===== config.mk =====
export PLATFORM = sky130hd
export DESIGN_NAME = ebpf_seq_divmod
export DESIGN_NICKNAME = d
export VERILOG_FILES = /design/src/rtl/ebpf_seq_divmod.sv
export SDC_FILE = /design/constraint.sdc
export NUM_CORES = 1
export LEC_CHECK = 0
export CELL_PAD_IN_SITES_DETAIL_PLACEMENT = 0
export CELL_PAD_IN_SITES_GLOBAL_PLACEMENT = 1
export CORE_ASPECT_RATIO = 0.6
export CORE_MARGIN = 1.5
export CORE_UTILIZATION = 42
export DETAILED_ROUTE_END_ITERATION = 10
export PLACE_DENSITY_LB_ADDON = 0.1
export SLEW_MARGIN = 0
export SYNTH_ARGS = -nofsm -noshare
export SYNTH_HDL_FRONTEND = slang
export SYNTH_SLANG_ARGS = --single-unit

===== constraint.sdc =====
create_clock -name clk -period 8.8 [get_ports clk]
set_input_delay 2.2 -clock clk [delete_from_list [all_inputs] [get_ports clk]]
set_output_delay 2.2 -clock clk [all_outputs]
set_load 0.02 [all_outputs]

===== src/rtl/ebpf_seq_divmod.sv =====
// ebpf_seq_divmod: multi-cycle radix-2 restoring divider for eBPF DIV/MOD/SDIV/SMOD.
// Handles 64-bit and ALU32 forms, signed/unsigned, and eBPF divide-by-zero results.
`timescale 1ns/1ps
module ebpf_seq_divmod #(
  parameter int WIDTH     = 64,
  parameter bit SIGNED_EN = 1'b1
) (
  input  logic             clk,
  input  logic             rst,
  input  logic             in_valid,
  output logic             in_ready,
  input  logic [WIDTH-1:0] dividend,
  input  logic [WIDTH-1:0] divisor,
  input  logic             op_mod,
  input  logic             is_signed,
  input  logic             alu32,
  output logic             out_valid,
  input  logic             out_ready,
  output logic [WIDTH-1:0] result
);

  localparam int CW = $clog2(WIDTH + 1);
  localparam logic [WIDTH-1:0] LOW32 = WIDTH'(64'h0000_0000_FFFF_FFFF);

  typedef enum logic [2:0] {S_IDLE, S_LOAD, S_CALC, S_FIX, S_DONE} state_t;

  state_t           state_q, state_d;
  logic [CW-1:0]    cnt_q, cnt_d;
  logic [WIDTH-1:0] result_q, result_d;

  // Captured request
  logic [WIDTH-1:0] a_q, a_d, b_q, b_d;
  logic             mod_q, mod_d, sgn_q, sgn_d, a32_q, a32_d;

  // Divider datapath
  logic [WIDTH-1:0] rem_q, rem_d, quo_q, quo_d, dvs_q, dvs_d;
  logic             qneg_q, qneg_d, rneg_q, rneg_d;

  // Unsigned magnitude of a WIDTH or 32-bit operand; formed one bit wider so MIN negates cleanly
  function automatic logic [WIDTH-1:0] magnitude(input logic [WIDTH-1:0] v,
                                                 input logic is32, input logic neg);
    logic [WIDTH:0] se;
    logic [WIDTH:0] m;
    se = is32 ? (WIDTH+1)'($signed(v[31:0])) : (WIDTH+1)'($signed(v));
    if (neg) m = -se;
    else     m = is32 ? (WIDTH+1)'(v[31:0]) : {1'b0, v};
    return m[WIDTH-1:0];
  endfunction

  // Restore sign and zero-extend ALU32 results
  function automatic logic [WIDTH-1:0] apply_sign(input logic [WIDTH-1:0] mag,
                                                  input logic neg, input logic is32);
    logic [WIDTH-1:0] r;
    r = neg ? -mag : mag;
    if (is32) r = r & LOW32;
    return r;
  endfunction

  logic             a_neg, b_neg, b_zero;
  logic [WIDTH+1:0] diff;

  assign in_ready  = (state_q == S_IDLE) && !rst;
  assign out_valid = (state_q == S_DONE);
  assign result    = result_q;

  // Next-state and datapath update for each FSM phase
  always_comb begin
    state_d  = state_q;
    cnt_d    = cnt_q;
    result_d = result_q;
    a_d      = a_q;
    b_d      = b_q;
    mod_d    = mod_q;
    sgn_d    = sgn_q;
    a32_d    = a32_q;
    rem_d    = rem_q;
    quo_d    = quo_q;
    dvs_d    = dvs_q;
    qneg_d   = qneg_q;
    rneg_d   = rneg_q;

    a_neg  = sgn_q & (a32_q ? a_q[31] : a_q[WIDTH-1]);
    b_neg  = sgn_q & (a32_q ? b_q[31] : b_q[WIDTH-1]);
    b_zero = a32_q ? (b_q[31:0] == 32'd0) : (b_q == '0);
    diff   = {1'b0, rem_q, quo_q[WIDTH-1]} - {2'b00, dvs_q};

    unique case (state_q)
      S_IDLE: begin
        if (in_valid && in_ready) begin
          a_d     = dividend;
          b_d     = divisor;
          mod_d   = op_mod;
          sgn_d   = SIGNED_EN ? is_signed : 1'b0;
          a32_d   = alu32;
          state_d = S_LOAD;
        end
      end
      S_LOAD: begin
        if (b_zero) begin
          // eBPF: x/0 = 0, x%0 = x
          result_d = mod_q ? apply_sign(a_q, 1'b0, a32_q) : '0;
          state_d  = S_DONE;
        end else begin
          rem_d   = '0;
          // ALU32 dividend is left-aligned so the MSB-first shift sees bit 31 first
          quo_d   = a32_q ? (magnitude(a_q, 1'b1, a_neg) << (WIDTH - 32))
                          : magnitude(a_q, 1'b0, a_neg);
          dvs_d   = magnitude(b_q, a32_q, b_neg);
          qneg_d  = a_neg ^ b_neg;
          rneg_d  = a_neg;
          cnt_d   = a32_q ? CW'(32) : CW'(WIDTH);
          state_d = S_CALC;
        end
      end
      S_CALC: begin
        if (!diff[WIDTH+1]) begin
          rem_d = diff[WIDTH-1:0];
          quo_d = {quo_q[WIDTH-2:0], 1'b1};
        end else begin
          rem_d = {rem_q[WIDTH-2:0], quo_q[WIDTH-1]};
          quo_d = {quo_q[WIDTH-2:0], 1'b0};
        end
        cnt_d = cnt_q - CW'(1);
        if (cnt_q == CW'(1)) state_d = S_FIX;
      end
      S_FIX: begin
        result_d = mod_q ? apply_sign(rem_q, rneg_q, a32_q)
                         : apply_sign(quo_q, qneg_q, a32_q);
        state_d  = S_DONE;
      end
      S_DONE: begin
        if (out_ready) state_d = S_IDLE;
      end
      default: state_d = S_IDLE;
    endcase
  end

  // Control state is reset; operand and divider registers are plain data flops
  always_ff @(posedge clk) begin
    if (rst) begin
      state_q  <= S_IDLE;
      cnt_q    <= '0;
      result_q <= '0;
    end else begin
      state_q  <= state_d;
      cnt_q    <= cnt_d;
      result_q <= result_d;
    end
    a_q    <= a_d;
    b_q    <= b_d;
    mod_q  <= mod_d;
    sgn_q  <= sgn_d;
    a32_q  <= a32_d;
    rem_q  <= rem_d;
    quo_q  <= quo_d;
    dvs_q  <= dvs_d;
    qneg_q <= qneg_d;
    rneg_q <= rneg_d;
  end

endmodule


# Yosys cells after proc, flatten, opt, wreduce, memory -nomap -nowiden
# Index checks and enable logic that the tools add are counted.
dict set report totals {
  output_inout_bits 66
  ff_bits 399
  elab_cells 79
  inputBits 135
}
dict set report classes {
  add_sub_neg 7
  n_eq_ne 10
  n_reduce_logical 13
  n_bitwise 4
  mux 32
}
# cell n
set ops {}
lappend ops {{$mux 64} 16}
lappend ops {{$pmux 64 s2} 3}
lappend ops {{$neg 64->64} 4}
lappend ops {{$sub 65x64->66} 1}
lappend ops {{$logic_not 64->1} 1}
lappend ops {{$logic_not 32->1} 1}
lappend ops {{$mux 32} 1}
lappend ops {{$neg 32->32} 1}
lappend ops {{$pmux 3 s5} 1}
lappend ops {{$mux 7} 2}
lappend ops {{$pmux 7 s2} 1}
lappend ops {{$mux 3} 4}
lappend ops {{$reduce_and 2->1} 4}
lappend ops {{$eq 7x1->1 const B} 1}
lappend ops {{$sub 7x1->7 const B} 1}
lappend ops {{$eq 3x2->1 const B} 2}
lappend ops {{$ne 2x2->1 const B} 3}
lappend ops {{$mux 1} 4}
lappend ops {{$ne 2x1->1 const B} 2}
lappend ops {{$reduce_bool 2->1} 2}
lappend ops {{$eq 3x1->1 const B} 1}
lappend ops {{$eq 3x3->1 const B} 1}
lappend ops {{$logic_not 3->1} 1}
lappend ops {{$reduce_and 3->1} 1}
lappend ops {{other kinds (5)} 7}

# Depth between registers and ports, before layout
dict set report depth {
  depth_word 6
  depth_mapped 16
  mapped_depth_nobuf 14
}

# Worst setup path after synthesis
# OpenSTA, ideal clock, no wires.
dict set report synth_path {
  path_kind {in2reg}
  from {input rst}
  to {register a32_q (enable)}
  slack_ns 0.002
  stages 3
  n_path_buf 1
  setup_time_ns 0.622
  t_arrival_ns 8.176
  required_time_ns 8.178
  cell_sequence {buf_1 -> or3_1 -> nor2_1}
}
dict set report synth_via {
  elab_chain_len 4
}
# element line
set synth_rtl {}
lappend synth_rtl {{from (decl)} 9} ;# input logic rst,
lappend synth_rtl {{$logic_not 1->1} 62} ;# assign in_ready = (state_q == S_IDLE) && !rst;
lappend synth_rtl {{$logic_and 1x1->1} 62}
lappend synth_rtl {{$logic_and 1x1->1} 89} ;# if (in_valid && in_ready) begin
lappend synth_rtl {{$reduce_and 2->1 (no source line)} -}
lappend synth_rtl {{to (signal assigned)} 153} ;# a32_q <= a32_d;
lappend synth_rtl {{to (decl)} 33} ;# logic mod_q, mod_d, sgn_q, sgn_d, a32_q, a32_d;
# No other way between the ends.
# A chain may end at the register's enable or synchronous reset.

# Worst setup path after layout
dict set report layout_path {
  from {input rst}
  to {output in_ready}
}
dict set report layout_via {
  elab_chain_len 2
}
# element line
set layout_rtl {}
lappend layout_rtl {{$logic_not 1->1} 62}
lappend layout_rtl {{$logic_and 1x1->1} 62}
lappend layout_rtl {{to (decl)} 11} ;# output logic in_ready,
# No other way between the ends.

==> metrics.md <==
| Metric | Value |
|---|---|
| Status | finished clean |
| Critical path's slowest cell | clkdlybuf4s50_1 |
| Row cnt | 69 |
| Top delay family on crit path | buffers and inverters |
| Cts repair resizes | 0 |
| Reg2reg start | quo_q[63] |
| Sw frac | 31.82% |
| R2r setup slk | around 4100 ps |
| Psw | 1.697 mW |
| Ys async rst share | 0% |
| Fin crit period | ~5600 ps |
| Placer congestion estimate | 0.9413 |
| Crit path max fanout | 3 |
| Stages on worst setup path | 4 |
| Drt wl/cell | approximately 23 µm |
| Yosys warns | 0 |
| Fill cells | around 5700 |
| Initial core utilization | a little over two fifths |
| DRC | 0 |
| Crit-path cells | buf_2 > or3_1 > nor2_1 > clkdlybuf4s50_1 |
| Cell count of the worst hold path | 2 |
| Post-DR vias/cell | ~6.0 |
| Worst Hold Path EP | result[9] |
| CP Class | in2out |
| Clk_skew | about 22 ps |
| Layout cells sized above 1 | between 5 and 6% |
| Clock share of power | between 30% and 40% |
| Pre-Repair DR Iteration Count | 5 |
| RSZ-0062 raised after global routing | no |
| Via Count | about 23000 |
| Relative slew margins | approximately a fifth |
| Max Cap Violations | 0 |
| P&R area growth vs syn | 15.90% |
| CTS tree | built |
| Power Density | about 180 nW/µm² |
| EDFF count, synth | 325 |
| Reg2Reg Capture Point | rem_q[62] |
| Final Hold Viols | 0 |
| CP required | between 6000 and 7000 ps |
| Clock root cell | clkbuf_16 |
| Postcts setup bufs | 0 |
| Mapped Nets | roughly 3000 |
| Die area | approximately 62000 µm² |
| Crit path buf inv count | 2 |
| Ranking of synthesized cells by area | edfxtp_1 (38%), dfxtp_1 (5.8%), xnor2_1 (5.7%) |
| Clk pin slew, worst setup/hold paths | 60 ps |
| Final setup fails | 0 |
| Die height | 194.0 µm |
| CTS Buffer Depth | 3 |
| Core area | just under 60000 µm² |
| DP Area | 28250 µm² |
| Total Neg Setup Slack | 0 ps |
| IO Count | between 200 and 250 |
| Tightest Hold Check Type | reg2reg |
| Detail Placement HPWL | roughly 66 mm |
| Die W | 321.4 µm |
| Share of the synthesized area in the top cell type | a little under two fifths |
| GRT overflow | 0 |
| Min-delay src | result[9] |
| Sequential fraction of the synthesis area | ~44% |
| Final slew viol count | 0 |
| Routed Antenna Nets | 0 |
| Final #Nets | around 3100 |
| Largest net degree at the start of global routing | 76 |
| Port-buffer cells | 200 |
| Clock Sinks | between 300 and 400 |
| Worst-margin pin slew | 1215 ps |
| Syn Inst Count | about 2800 |
| H-tree depth | 2 |
| Hold buffers post-CTS | 0 |
| Internal power | ~3.6 mW |
| Ys flop type | edfxtp_1 |
| Post-Route WL | 88.58 mm |
| Max VDD drop | approximately 0.12 mV |
| Reg2Reg Depth | 15 |
| Global-route wire length before repair | 133.3 mm |
| WP data arrival | 3420 ps |
| Vias in the first global route | 21172 |
| Finished Cell Area | ~30000 µm² |
| Initial drt markers | around 2500 |
| Crit-path max cell delay | slightly above 600 ps |
| Max Freq | 177.9 MHz |
| Number of CTS-inserted buffers | 44 |
| Pleak | 10.35 nW |
| Post-synth top area cell | edfxtp_1 |
| Aggregate global-route resource usage | approximately 28% |
| Synthesized cell area | ~26000 µm² |
| Clk_lat worst skew | roughly 600 ps |
| Commonest cells post-synth | edfxtp_1 (325), nand2_1 (325), nor2_1 (228) |
| Worst setup EP type | primary output |
| Count of cell types in the netlist | 86 |
| Comb pwr share | between 20% and 30% |
| Initial antenna violation count | 0 |
| Setup crit start kind | input port |
| Fin crit share | roughly 64% |
| Avg Cell Area, Syn | 9.117 µm² |
| Share of power burned in registers | ~45% |
| Register bit total from synthesis | 399 |
[flip-flops by register name, indices dropped and copies added (netlist names)]
| name | flops |
|---|---|
| a32_q | 1 |
| a_q | 64 |
| b_q | 64 |
| cnt_q | 7 |
| dvs_q | 64 |
| mod_q | 1 |
| qneg_q | 1 |
| quo_q | 64 |
| rem_q | 64 |
| result | 64 |
| rneg_q | 1 |
| sgn_q | 1 |
| state_q | 3 |
[worst reg2reg max path, delay by kind of cell, from the launching register on]
| family | cells | cell delay [ps] |
|---|---|---|
| simple gates | 4 | 1210 |
| buf+inv | 3 | 560 |
| compound gates | 6 | 1640 |
| flops | 1 | 440 |
| fa+ha+maj | 2 | 650 |
[cell type report]
class / instances / area, µm² / share of cell area [%]
Antenna cell: 4 / 10.01 / 0.03381
Clock buffer: 61 / 1237 / 4.179
Clock inverter: 20 / 111.4 / 0.3761
Inverter: 124 / 467.9 / 1.580
Multi-Input combinational cell: 2115 / 13250 / 44.76
Sequential cell: 399 / 11240 / 37.96
Tap cell: 816 / 1021 / 3.448
Timing Repair Buffer: 236 / 2267 / 7.657
[per-stage QoR]
step | util [%] | worst slack [ps] | std cells | total power, mW | hold slack, ps
3_5_place_dp | 47.35 | 3162 | 3690 | 3.540 | 479.7
2_1_floorplan | - | 2.133 | 2802 | 3.136 | 443.4
6_report | 49.63 | 3180 | 3775 | 5.335 | 484.8
4_1_cts | 49.62 | 3160 | 3771 | 5.355 | 489.0
5_1_grt | 49.62 | 3111 | 3771 | 5.574 | 494.8
3_3_place_gp | 47.35 | 3151 | 3690 | 3.533 | 477.3
[cell families (layout without fill, tap and decap cells)]
| group | count (synthesis) | after routing | synth area share, % |
|---|---|---|---|
| simple gates | 937 | 937 | 17.64 |
| compound gates | 806 | 806 | 20.14 |
| flops | 399 | 399 | 44.00 |
| xor+xnor | 288 | 288 | 9.874 |
| buf+inv | 288 | 441 | 4.310 |
| fa+ha+maj | 71 | 71 | 3.507 |
| mux | 13 | 13 | 0.5241 |
| other cells | 0 | 4 | 0 |
[power groups by stage]
stage,Sequential [mW],Clock (mW),Combinational (mW)
floorplan,2.37,0,0.766
global placement,2.41,0,1.12
detailed placement,2.41,0,1.13
CTS,2.37,1.85,1.14
global route,2.39,1.92,1.27
finish,2.38,1.81,1.15
[layer usage]
metal  GRT usage (%)  wire length [µm]
met1           42.13             42000
met2           37.80             35010
met3           9.693              9899
met4           6.289              1672
met5               0                 0
[how the worst max path moves through the flow]
| stage | from | slack, ps | endpoint |
|---|---|---|---|
| 6_report | rst | 3180 | in_ready |
| 5_1_grt | rst | 3110 | in_ready |
| 4_1_cts | rst | 3160 | in_ready |
| 3_5_place_dp | rst | 3160 | in_ready |
| 3_3_place_gp | rst | 3150 | in_ready |
| 2_1_floorplan | rst | 2 | a32_q |
[cells in the final DEF (no fill, tap or decap), types with 25 or more instances in the layout]
cell type and n:
clkbuf_16 46, or3_1 45, xnor2_1 166, buf_4 36
dfxtp_1 74, inv_1 123, nand2_1 323, a211oi_1 41
nand3_1 44, a21oi_1 200, clkdlybuf4s50_1 199, edfxtp_1 325
ha_1 70, nand4_1 31, a21o_1 34, o31ai_1 58
nor2_1 226, nor4_1 35, xor2_1 122, o41ai_1 31
o21ai_0 227, a31oi_1 27, or4_1 25, nor3_1 75
Note: power is estimated with default switching activity, not from simulation.
==> patch: new RTL, same flow settings <==
Encoding of `state_t`: now one-hot (5 bits for 5 states).
--- a/src/rtl/ebpf_seq_divmod.sv
+++ b/src/rtl/ebpf_seq_divmod.sv
@@ -22,7 +22,7 @@
   localparam int CW = $clog2(WIDTH + 1);
   localparam logic [WIDTH-1:0] LOW32 = WIDTH'(64'h0000_0000_FFFF_FFFF);
 
-  typedef enum logic [2:0] {S_IDLE, S_LOAD, S_CALC, S_FIX, S_DONE} state_t;
+  typedef enum logic [4:0] {S_IDLE = 5'b00001, S_LOAD = 5'b00010, S_CALC = 5'b00100, S_FIX = 5'b01000, S_DONE = 5'b10000} state_t;
 
   state_t           state_q, state_d;
   logic [CW-1:0]    cnt_q, cnt_d;
Formal check against the unedited RTL: same outputs for any inputs over 4 cycles, from zero or initial values and one cycle with rst high; so few cycles prove little.
==> patch against the original RTL <==
  * Cell area decreased by 0.25%
  * Critical path type unchanged
  * Sequential cell count increased by 2
  * Non-clock buffer count increased by 1
  * Power decreased by 5.9%
  * Global-route usage about the same
  * Wire length decreased by 0.49%
  * Setup slack got worse by 0.35 ns
  * Utilization about the same
  * Synthesized area decreased by 0.61%
  * Largest cell class unchanged
  * Maximum frequency decreased by 5.8%
  * Register-to-register slack got worse by 0.56 ns
==> patch: results (changes against the original RTL) <==
metric	value	unit	change
Hold EP	result[57]		
vias in the first global route	20951		-1.0%
vias post-DR	22462		-0.92%
CTS sink cnt	401		+0.50%
placed cells	3681		-0.24%
Worst Skew	0.01771	ns	-0.004198 ns
syn_area_per_cell	9.023	µm²	-1.0%
Placed Area	28110	µm²	-0.50%
crit-path max FO	74		+71
Core Util, Final	0.4965		about the same
met3 routed wirelength	8806	µm	-11%
multi-input logic portion of the cell area	0.4423		-0.005295
M2 GR Usage	0.3849		+0.006879
Worst Tran Pin Value	1.171	ns	-0.04484 ns
GR Layer Usage met3	0.07956		-0.01736
leak pwr	10.18	nW	-1.7%
run status	finished, final reports clean		
R2R setup slack	3.49	ns	-0.56 ns
total CTS buffers	43		-2.3%
clkbuf count	60		-1.6%
post-synth cell types	77		-10%
ranking of synthesized cells by area	edfxtp_1, dfxtp_1, xnor2_1		
reg2reg start	b_q[23]		
DP Wirelength	65990	µm	-0.59%
Worst-Skew Late Latency	0.59	ns	-0.02 ns
Final nets	3151		+0.80%
Well Taps	781		-4.3%
Min Hold Slack	0.4737	ns	-0.01105 ns
[patch: cell count changes after synthesis, moves of 10 or more]
cell      unedited run  this run
o21ai_0            227       270
or3_1               45        29
o21bai_1            13        23
inv_1              124       135
clkbuf_1           150       135
xor2_1             122       136
o211ai_1            21        11
a31oi_1             27        17
nand2_1            325       354
nor3_1              76        96
nor2_1             228       238
[patch: report_power, final]
group          internal, mW  total [mW]  leakage [nW]  switching (mW)
Combinational         0.308       0.827          5.91           0.519
Clock                  1.09        1.90         0.690           0.815
Sequential             2.18        2.29          3.58           0.112
Total                  3.58        5.02          10.2            1.45
[patch: worst min-delay path, cell delays in order, from the launching register on]
cell,delay [ns]
dfxtp_1,0.32
nand2_1,0.06
a21oi_1,0.05
[patch: cell families after synthesis]
| kind of cell | synth area share |
|---|---|
| compound gates | 0.2009 |
| fa+ha+maj | 0.03528 |
| buf+inv | 0.04278 |
| simple gates | 0.1696 |
| flops | 0.4443 |
| xor+xnor | 0.1028 |
| mux | 0.004337 |
